--- config.mk ---
export PLATFORM = sky130hd
export DESIGN_NAME = mem_arbiter
export DESIGN_NICKNAME = d
export VERILOG_FILES = /design/src/rtl/mem_arbiter_pkg.sv /design/src/rtl/mem_arbiter.sv
export SDC_FILE = /design/constraint.sdc
export NUM_CORES = 1
export LEC_CHECK = 0
export BUFFER_PORTS_ARGS = -buffer_cell sky130_fd_sc_hd__buf_2
export CORE_AREA = 3 3 87 172
export DETAILED_ROUTE_END_ITERATION = 12
export DIE_AREA = 0 0 90 175
export MAX_ROUTING_LAYER = met4
export PLACE_DENSITY = 0.73
export SLEW_MARGIN = 25
export SYNTH_ARGS = -nofsm -noshare
export SYNTH_HDL_FRONTEND = slang
export SYNTH_SLANG_ARGS = --single-unit
--- constraint.sdc ---
create_clock -name clk -period 5.5 [get_ports clk]
set_clock_uncertainty 0.15 [all_clocks]
set_input_delay 1.1 -clock clk [delete_from_list [all_inputs] [get_ports clk]]
set_output_delay 1.1 -clock clk [all_outputs]
set_load 0.05 [all_outputs]
--- src/rtl/mem_arbiter_pkg.sv ---
// Shared widths, constants and FSM encoding for the instruction/data memory bus arbiter.
package mem_arbiter_pkg;

    localparam int unsigned InstAddrBus = 32;
    localparam int unsigned InstBus     = 32;
    localparam int unsigned CntW        = 8;

    localparam logic              RstEnable = 1'b1;
    localparam logic [31:0]       ZeroWord  = 32'h0000_0000;
    localparam logic [3:0]        FetchSel  = 4'b1111;

    typedef enum logic [1:0] {
        StIdle,
        StIfBusy,
        StDmBusy,
        StResp
    } arb_state_e;

endpackage

--- src/rtl/mem_arbiter.sv ---
// Serialises instruction fetch and MEM-stage data accesses onto one memory bus,
// data first, with a bounded wait-state timeout and a pipeline stall request.
module mem_arbiter
    import mem_arbiter_pkg::*;
#(
    parameter int unsigned WAIT_MAX = 16
) (
    input  logic                   clk,
    input  logic                   rst,
    input  logic                   if_req,
    input  logic [InstAddrBus-1:0] if_addr,
    output logic                   if_ack,
    output logic [InstBus-1:0]     if_rdata,
    output logic                   if_err,
    input  logic                   dm_req,
    input  logic                   dm_we,
    input  logic [3:0]             dm_sel,
    input  logic [31:0]            dm_addr,
    input  logic [31:0]            dm_wdata,
    output logic                   dm_ack,
    output logic [31:0]            dm_rdata,
    output logic                   dm_err,
    output logic                   bus_req,
    output logic                   bus_we,
    output logic [3:0]             bus_sel,
    output logic [31:0]            bus_addr,
    output logic [31:0]            bus_wdata,
    input  logic                   bus_ack,
    input  logic [31:0]            bus_rdata,
    output logic                   stall_req
);

    localparam logic [CntW-1:0] CntLast = CntW'(WAIT_MAX - 1);

    arb_state_e state_q, state_d;
    logic [CntW-1:0] cnt_q, cnt_d;

    logic        bus_req_q, bus_req_d;
    logic        bus_we_q, bus_we_d;
    logic [3:0]  bus_sel_q, bus_sel_d;
    logic [31:0] bus_addr_q, bus_addr_d;
    logic [31:0] bus_wdata_q, bus_wdata_d;

    logic               if_ack_q, if_ack_d;
    logic [InstBus-1:0] if_rdata_q, if_rdata_d;
    logic               if_err_q, if_err_d;
    logic               dm_ack_q, dm_ack_d;
    logic [31:0]        dm_rdata_q, dm_rdata_d;
    logic               dm_err_q, dm_err_d;

    logic timed_out;
    assign timed_out = (cnt_q == CntLast);

    always_comb begin
        state_d     = state_q;
        cnt_d       = cnt_q;
        bus_req_d   = bus_req_q;
        bus_we_d    = bus_we_q;
        bus_sel_d   = bus_sel_q;
        bus_addr_d  = bus_addr_q;
        bus_wdata_d = bus_wdata_q;
        if_ack_d    = 1'b0;
        if_rdata_d  = if_rdata_q;
        if_err_d    = if_err_q;
        dm_ack_d    = 1'b0;
        dm_rdata_d  = dm_rdata_q;
        dm_err_d    = dm_err_q;

        unique case (state_q)
            StIdle: begin
                cnt_d = '0;
                if (dm_req) begin
                    state_d     = StDmBusy;
                    bus_req_d   = 1'b1;
                    bus_we_d    = dm_we;
                    bus_sel_d   = dm_sel;
                    bus_addr_d  = dm_addr;
                    bus_wdata_d = dm_wdata;
                end else if (if_req) begin
                    state_d     = StIfBusy;
                    bus_req_d   = 1'b1;
                    bus_we_d    = 1'b0;
                    bus_sel_d   = FetchSel;
                    bus_addr_d  = if_addr;
                    bus_wdata_d = ZeroWord;
                end
            end

            StIfBusy: begin
                // A late ack on the final allowed cycle still completes cleanly.
                if (bus_ack) begin
                    state_d    = StResp;
                    bus_req_d  = 1'b0;
                    if_ack_d   = 1'b1;
                    if_rdata_d = bus_rdata;
                    if_err_d   = 1'b0;
                end else if (timed_out) begin
                    state_d    = StResp;
                    bus_req_d  = 1'b0;
                    if_ack_d   = 1'b1;
                    if_rdata_d = ZeroWord;
                    if_err_d   = 1'b1;
                end else begin
                    cnt_d = cnt_q + 1'b1;
                end
            end

            StDmBusy: begin
                if (bus_ack) begin
                    state_d    = StResp;
                    bus_req_d  = 1'b0;
                    dm_ack_d   = 1'b1;
                    dm_rdata_d = bus_we_q ? ZeroWord : bus_rdata;
                    dm_err_d   = 1'b0;
                end else if (timed_out) begin
                    state_d    = StResp;
                    bus_req_d  = 1'b0;
                    dm_ack_d   = 1'b1;
                    dm_rdata_d = ZeroWord;
                    dm_err_d   = 1'b1;
                end else begin
                    cnt_d = cnt_q + 1'b1;
                end
            end

            StResp: begin
                state_d = StIdle;
            end

            default: begin
                state_d   = StIdle;
                bus_req_d = 1'b0;
            end
        endcase
    end

    always_ff @(posedge clk) begin
        if (rst == RstEnable) begin
            state_q     <= StIdle;
            cnt_q       <= '0;
            bus_req_q   <= 1'b0;
            bus_we_q    <= 1'b0;
            bus_sel_q   <= 4'b0000;
            bus_addr_q  <= ZeroWord;
            bus_wdata_q <= ZeroWord;
            if_ack_q    <= 1'b0;
            if_rdata_q  <= ZeroWord;
            if_err_q    <= 1'b0;
            dm_ack_q    <= 1'b0;
            dm_rdata_q  <= ZeroWord;
            dm_err_q    <= 1'b0;
        end else begin
            state_q     <= state_d;
            cnt_q       <= cnt_d;
            bus_req_q   <= bus_req_d;
            bus_we_q    <= bus_we_d;
            bus_sel_q   <= bus_sel_d;
            bus_addr_q  <= bus_addr_d;
            bus_wdata_q <= bus_wdata_d;
            if_ack_q    <= if_ack_d;
            if_rdata_q  <= if_rdata_d;
            if_err_q    <= if_err_d;
            dm_ack_q    <= dm_ack_d;
            dm_rdata_q  <= dm_rdata_d;
            dm_err_q    <= dm_err_d;
        end
    end

    assign bus_req   = bus_req_q;
    assign bus_we    = bus_we_q;
    assign bus_sel   = bus_sel_q;
    assign bus_addr  = bus_addr_q;
    assign bus_wdata = bus_wdata_q;
    assign if_ack    = if_ack_q;
    assign if_rdata  = if_rdata_q;
    assign if_err    = if_err_q;
    assign dm_ack    = dm_ack_q;
    assign dm_rdata  = dm_rdata_q;
    assign dm_err    = dm_err_q;

    // Registered acks let a requester release the stall in its own RESP cycle.
    assign stall_req = (if_req & ~if_ack_q) | (dm_req & ~dm_ack_q);

endmodule
==> results.md, run 1 <==
* Kind of end point of the critical path: output port
* Data arrival time of the critical path at 1.83 ns
* Critical path's slowest cell: sky130_fd_sc_hd__buf_2
* Vias in the first global route at 5065
* Endpoint required time on the critical path at 4.25 ns
* Number of max-cap violations at 0
* Setup total negative slack at 0 ns
* Fraction of final layout cells with drive strength greater than 1 at 44.32%
* Synthesized netlist cell count at 518
* First-pass GRT wire length at 25450 um
* Post-layout net count at 924
* Type of origin of the critical path: primary input
* Count of flip-flops with a built-in enable after synthesis at 0
* Path category of the worst min-delay check: reg -> reg
* Post-detail-place hpwl at 11390 um
* Async set or reset register ratio after synthesis at 0%
* Cell type with the highest aggregate area in the netlist: sky130_fd_sc_hd__dfxtp_1
* Port-buffer cells at 276
* Largest net degree at the start of global routing at 69
* Chip height at 175 um
* Setup-failing EPs final at 0
* Power per unit of standard cell area at 552.3 nW/um^2
* Utilization after layout at 54.31%
* Count of buffer and inverter cells on the critical path at 3
* Count of different cell masters after synthesis at 49
* Share of synthesized area occupied by flip-flops and latches at 53.89%
* DRC violation count after routing at 0
* Clock insertion delay at the later pin of the skew report at 0.41 ns
* CTS tree: yes
* Final global-route overflow total at 0
* Number of diodes added for antenna fixing at 0
* RD Place Congestion at 0.8122
* CORE AREA at 13890 um^2
* Number of flip-flops and latches in the synthesized netlist at 148
* Num rows at 61
* Syn-to-layout area delta at 37.21%
* Max-slew violation count at 0
* Maximum fanout along the worst path at 12
* Horizontal extent of the die at 90 um
* Yosys warning total at 0
* Aggregate routed wire length at 15890 um
* Pre-Repair DR Iteration Count at 5
* Total routing usage reported by global routing at 20.37%
* Buffer depth of the longest clock path at 2
* Synth top area share at 53.89%
* CP top delay family: buffers and inverters
* Setup repair after global routing missed its margin: false
* Run status: finished, final reports clean
* Clock buffer count from CTS at 17
* Detailed router's first-iteration violation count at 203
* Die area at 15750 um^2
* Worst slew margin relative to its limit at 51.02%
* Top cells by area, synth: sky130_fd_sc_hd__dfxtp_1 54%, sky130_fd_sc_hd__a22o_1 7.6%, sky130_fd_sc_hd__mux2i_1 5.8%
* Leading register cell type out of synthesis: sky130_fd_sc_hd__dfxtp_1
* Path type of the worst setup path: in -> out
* Crit path time final at 3.078 ns
* Post-detailed-route via-to-cell ratio at 5.098
* Root buffer cell: sky130_fd_sc_hd__clkbuf_16
* Effective utilization at floorplan at 39.58%
* Number of gates resized after CTS at 0
* Average cell area after synthesis at 10.61 um^2
* R2R Setup Slk at 3.14 ns
* I/O pin count at 277
* Total nets after synthesis at 663
* Crit-path most repeated cell: sky130_fd_sc_hd__buf_2
* Total leakage power at 3.666 nW
* Clock Pin Slew Worst Setup and Hold Paths at 0.06 ns
* Antenna violations before repair at 0
* Worst vdd ir at 280.0 uV
* CTS sink count at 148
* Count of vias placed by the detailed router at 5001
* Ordered cell list for the critical path: buf_2 -> inv_1 -> o22ai_1 -> buf_2
* Stage delay of the slowest cell on the critical path at 0.28 ns
* Htree depth at 4
* Worst-case hold slack at 0.3214 ns
* Post-CTS Setup Bufs at 0
* Hold Violations, Final at 0
* Crit share post-route at 55.96%
* Summed instance area of the synthesized netlist at 5498 um^2
* Post-detailed-route wirelength per cell at 16.20 um
* Transition time at the pin with the least slew margin at 0.7280 ns
* Hold bufs inserted after CTS at 0
* Fmax at 0.3249 GHz
* Routed Antenna Nets at 0
==> report_power, final <==
part	leakage (nW)	switching, mW	internal [mW]
Clock	0.265	0.491	0.604
Combinational	2.19	1.23	0.433
Sequential	1.21	0.113	1.29
Total	3.67	1.84	2.33
==> through the flow <==
stage / total power, mW / worst slack (ns) / instances / instance area [um^2]
floorplan: 2.704 / 1.875 / 518 / 5498
global placement: 3.076 / 2.128 / 948 / 6957
detailed placement: 3.096 / 2.264 / 948 / 6963
CTS: 4.200 / 2.424 / 980 / 7523
global route: 4.374 / 2.287 / 981 / 7543
finish: 4.166 / 2.422 / 981 / 7543
==> final timing paths <==
check                 endpoint    startpoint  cells after the start
setup reg to reg      cnt_q[0]    state_q[0]                      6
setup / recovery     stall_req        dm_req                      4
hold reg to reg   dm_rdata[13]  dm_rdata[13]                      1
hold / removal    dm_rdata[13]  dm_rdata[13]                      1
==> cell usage after synthesis, drive strengths merged (4+ instances only) <==
library cell,n
inv,6
nand2,5
nor3,7
a22oi,33
nor2,84
clkbuf,23
buf,20
ha,7
mux2i,32
and3,4
a211oi,34
dfxtp,148
a22o,66
a21oi,9
==> layer usage <==
metal  track usage (%)  share of wire [%]  vias to the layer above
li1                  -                  -                     2436
met4             7.033                1.7                        0
met3             5.084                7.6                       19
met2             36.09                 52                      237
met5                 -                  0                        -
met1             21.98                 39                     2309
==> worst register-to-register path: cells and delay by family, from the launching register on <==
kind	cells	cell delay (ns)
adders and majority gates	1	0.47
buffers and inverters	1	0.13
and+or+nand+nor	3	0.99
DFF	1	0.42
muxes	1	0.15
==> sequential cells by signal (all words and copies together), names as in the netlist, 2 cells and up <==
name       count
bus_addr      32
bus_wdata     32
dm_rdata      32
if_rdata      32
cnt_q          8
bus_sel        4
state_q        2
==> cells by family (layout without fill, tap and decap cells) <==
logic type,count (synthesis),count (layout),share of synthesized area [%]
DFF,148,148,53.89
buffers and inverters,49,323,4.779
AOI/OAI and AO/OA,159,159,23.55
muxes,33,33,6.031
and+or+nand+nor,122,122,10.15
adders and majority gates,7,7,1.593
==> layout by cell type (no fill, tap or decap), types with 2 or more instances in the layout <==
cell,count
sky130_fd_sc_hd__a211o_1,2
sky130_fd_sc_hd__a211oi_1,34
sky130_fd_sc_hd__a21oi_1,7
sky130_fd_sc_hd__a21oi_2,2
sky130_fd_sc_hd__a22o_1,48
sky130_fd_sc_hd__a22o_2,18
sky130_fd_sc_hd__a22oi_1,33
sky130_fd_sc_hd__a311oi_1,2
sky130_fd_sc_hd__and3_1,2
sky130_fd_sc_hd__and3_2,2
sky130_fd_sc_hd__buf_2,276
sky130_fd_sc_hd__buf_4,8
sky130_fd_sc_hd__clkbuf_16,17
sky130_fd_sc_hd__clkinv_4,3
sky130_fd_sc_hd__clkinvlp_4,4
sky130_fd_sc_hd__dfxtp_1,148
sky130_fd_sc_hd__ha_1,7
sky130_fd_sc_hd__inv_1,6
sky130_fd_sc_hd__inv_6,3
sky130_fd_sc_hd__inv_8,3
sky130_fd_sc_hd__mux2i_1,32
sky130_fd_sc_hd__nand2_1,5
sky130_fd_sc_hd__nand2b_1,2
sky130_fd_sc_hd__nand3_1,2
sky130_fd_sc_hd__nand4_1,3
sky130_fd_sc_hd__nor2_1,83
sky130_fd_sc_hd__nor3_1,7
sky130_fd_sc_hd__nor3b_1,2
sky130_fd_sc_hd__nor4_1,2
sky130_fd_sc_hd__o21ai_0,2
sky130_fd_sc_hd__o22ai_1,3
==> final cells by class <==
type                            count  area (um^2)
Inverter                            6        22.52
Timing Repair Buffer              285         1461
Clock buffer                       18        439.2
Clock inverter                     14        121.4
Fill cell                        1284         6347
Tap cell                          189        236.5
Multi-Input combinational cell    321         2300
Sequential cell                   148         2963
Power figures use the tool's default switching activity.
==> inputs of run 2 (changes only) <==
clock period = 3.07 ns   (was 5.5 ns; I/O delays follow)
==> results.md, run 2 (synthesis results as in run 1) <==
* Pre-Repair DR Iteration Count at 4 (-1)
* Path category of the worst min-delay check: in -> reg
* Number of max-cap violations at 0 (unchanged)
* Htree depth at 4 (unchanged)
* Cell Area, Placed at 6992 um^2 (+0.41%)
* Post-layout net count at 926 (+0.22%)
* Fmax at 0.4364 GHz
* R2R Setup Slk at 0.78 ns (-2.36 ns)
* Worst vdd ir at 419.4 uV (+50%)
* Effective utilization at floorplan at 39.58% (unchanged)
* Post-CTS Setup Bufs at 0 (unchanged)
* Clock insertion delay at the later pin of the skew report at 0.41 ns (about the same)
* CTS tree: yes
* Power per unit of standard cell area at 1007 nW/um^2 (+82%)
* Highest metal layer used by the detailed router: met4
* CORE AREA at 13890 um^2 (unchanged)
* Hold bufs inserted after CTS at 0 (unchanged)
* Utilization after layout at 54.77% (+0.47 points)
* Switching portion of total power at 42.29% (-1.8 points)
* Most common cell after layout, fill and taps aside: sky130_fd_sc_hd__buf_2
* Critical path origin: cnt_q[0]
* Antenna violations before repair at 1 (+1)
* Sequential share of power at 32.8% (-0.9 points)
* Clock buffer count from CTS at 17 (unchanged)
* Routed Antenna Nets at 0 (unchanged)
* Transition time at the pin with the least slew margin at 0.7532 ns (+0.02517 ns)
* Post-detailed-route wirelength per cell at 16.24 um (+0.27%)
* Chip height at 175 um (unchanged)
* Port-buffer cells at 276 (unchanged)
* Post-detailed-route via-to-cell ratio at 5.125 (+0.53%)
* CTS sink count at 148 (unchanged)
* Root buffer cell: sky130_fd_sc_hd__clkbuf_16
* Vias in the first global route at 5168 (+2.0%)
* Max-slew violation count at 0 (unchanged)
* Setup repair after global routing missed its margin: false
* Setup-failing EPs final at 0 (unchanged)
* Maximum fanout along the worst path at 5 (-7)
* Capture point of the worst path: state_q[0]
* I/O pin count at 277 (unchanged)
* Final global-route overflow total at 0 (unchanged)
* Count of vias placed by the detailed router at 5043 (+0.84%)
* Crit share post-route at 74.64%
* Num rows at 61 (unchanged)
* Largest net degree at the start of global routing at 69 (unchanged)
* Psw at 3.239 mW (+76%)
* Run status: finished, final reports clean
* Crit path time final at 2.291 ns
* Worst slew margin relative to its limit at 49.33% (-1.7 points)
* Fraction of final layout cells with drive strength greater than 1 at 44.33% (about the same)
* Worst-case hold slack at 0.2860 ns (-0.03542 ns)
* Die area at 15750 um^2 (unchanged)
* WL met2 at 8058 um (-1.6%)
* RD Place Congestion at 0.9390 (+16%)
* Buffer depth of the longest clock path at 2 (unchanged)
* Data arrival time of the critical path at 2.44 ns (+0.61 ns)
* Reg2reg start: cnt_q[0]
* Number of gates resized after CTS at 0 (unchanged)
* Total design power at 7.660 mW (+84%)
* Hold Violations, Final at 0 (unchanged)
* Internal power at 4.421 mW (+90%)
* Syn-to-layout area delta at 38.39%
* Clock share of power at 27.9% (+1.6 points)
* Endpoint required time on the critical path at 3.22 ns (-1.03 ns)
* Clock Pin Slew Worst Setup and Hold Paths at 0.06 ns (about the same)
* DRC violation count after routing at 0 (unchanged)
* Amount of wire on met3 after detailed routing at 1152 um (-4.9%)
* Aggregate routed wire length at 15980 um (+0.58%)
* Path type of the worst setup path: reg -> reg
* Kind of end point of the critical path: flop
* Type of origin of the critical path: flop
* Total routing usage reported by global routing at 20.89% (+0.53 points)
* Horizontal extent of the die at 90 um (unchanged)
* Length in cells of the worst reg-to-reg path at 5 (-1)
* Worst reg2reg endpoint: state_q[0]
* Total leakage power at 3.692 nW (+0.71%)
* Post-detail-place hpwl at 11600 um (+1.8%)
* Combinational group share of total power at 39.3% (-0.7 points)
* First-pass GRT wire length at 26030 um (+2.3%)
* Design area at 7609 um^2 (+0.86%)
* Post-route met1 wirelength at 6338 um (+1.8%)
* Setup total negative slack at 0 ns (unchanged)
* Detailed router's first-iteration violation count at 280 (+38%)
* Commonest non-fill, non-tap cells in the layout: 276 x sky130_fd_sc_hd__buf_2, 148 x sky130_fd_sc_hd__dfxtp_1, 83 x sky130_fd_sc_hd__nor2_1
==> run 2: how the worst min path moves through the flow <==
stage	from	endpoint	cells after the start
final	bus_rdata[7]	if_rdata[7]	2
after global routing	bus_rdata[7]	if_rdata[7]	2
after CTS	bus_rdata[7]	if_rdata[7]	2
after detailed placement	dm_rdata[4]	dm_rdata[4]	1
after global placement	if_rdata[22]	if_rdata[22]	1
after floorplan	cnt_q[6]	cnt_q[6]	1
==> run 2: routing by layer <==
| metal | vias to the layer above | global-route usage, % |
|---|---|---|
| met3 | 34 | 5.170 |
| li1 | 2448 | - |
| met5 | - | - |
| met2 | 260 | 36.28 |
| met4 | 0 | 8.824 |
| met1 | 2301 | 22.55 |
==> run 2: worst max-delay path: stages, from the launching register on <==
cell and delay, ns:
sky130_fd_sc_hd__dfxtp_1 0.40, sky130_fd_sc_hd__ha_1 0.29, sky130_fd_sc_hd__inv_1 0.14, sky130_fd_sc_hd__nor4_1 0.68, sky130_fd_sc_hd__nor2_1 0.20, sky130_fd_sc_hd__a311oi_1 0.34
==> run 2: layout make-up <==
type                    instances  area [um^2]
diodes                          1        2.502
well taps                     189        236.5
flip-flops and latches        148         2963
clock buffers                  19        442.9
multi-input cells             321         2293
clock inverters                13        171.4
fillers                      1300         6282
inverters                       6        22.52
repair buffers                287         1476
==> run 2: per-stage QoR <==
| stage | cells | setup slack [ns] |
|---|---|---|
| final | 984 | 0.7785 |
| after global routing | 984 | 0.5941 |
| after CTS | 983 | 0.8184 |
| after detailed placement | 951 | 0.8164 |
| after global placement | 951 | 0.9258 |
| after floorplan | 518 | 0.4168 |
==> run 2: power by group through the flow <==
stage                     clock (mW)  combinational, mW  sequential (mW)
final                           2.14               3.01             2.51
after global routing            2.30               3.21             2.56
after CTS                       2.20               3.02             2.51
after detailed placement           0               3.02             2.54
after global placement             0               3.00             2.53
after floorplan                    0               1.00             3.84
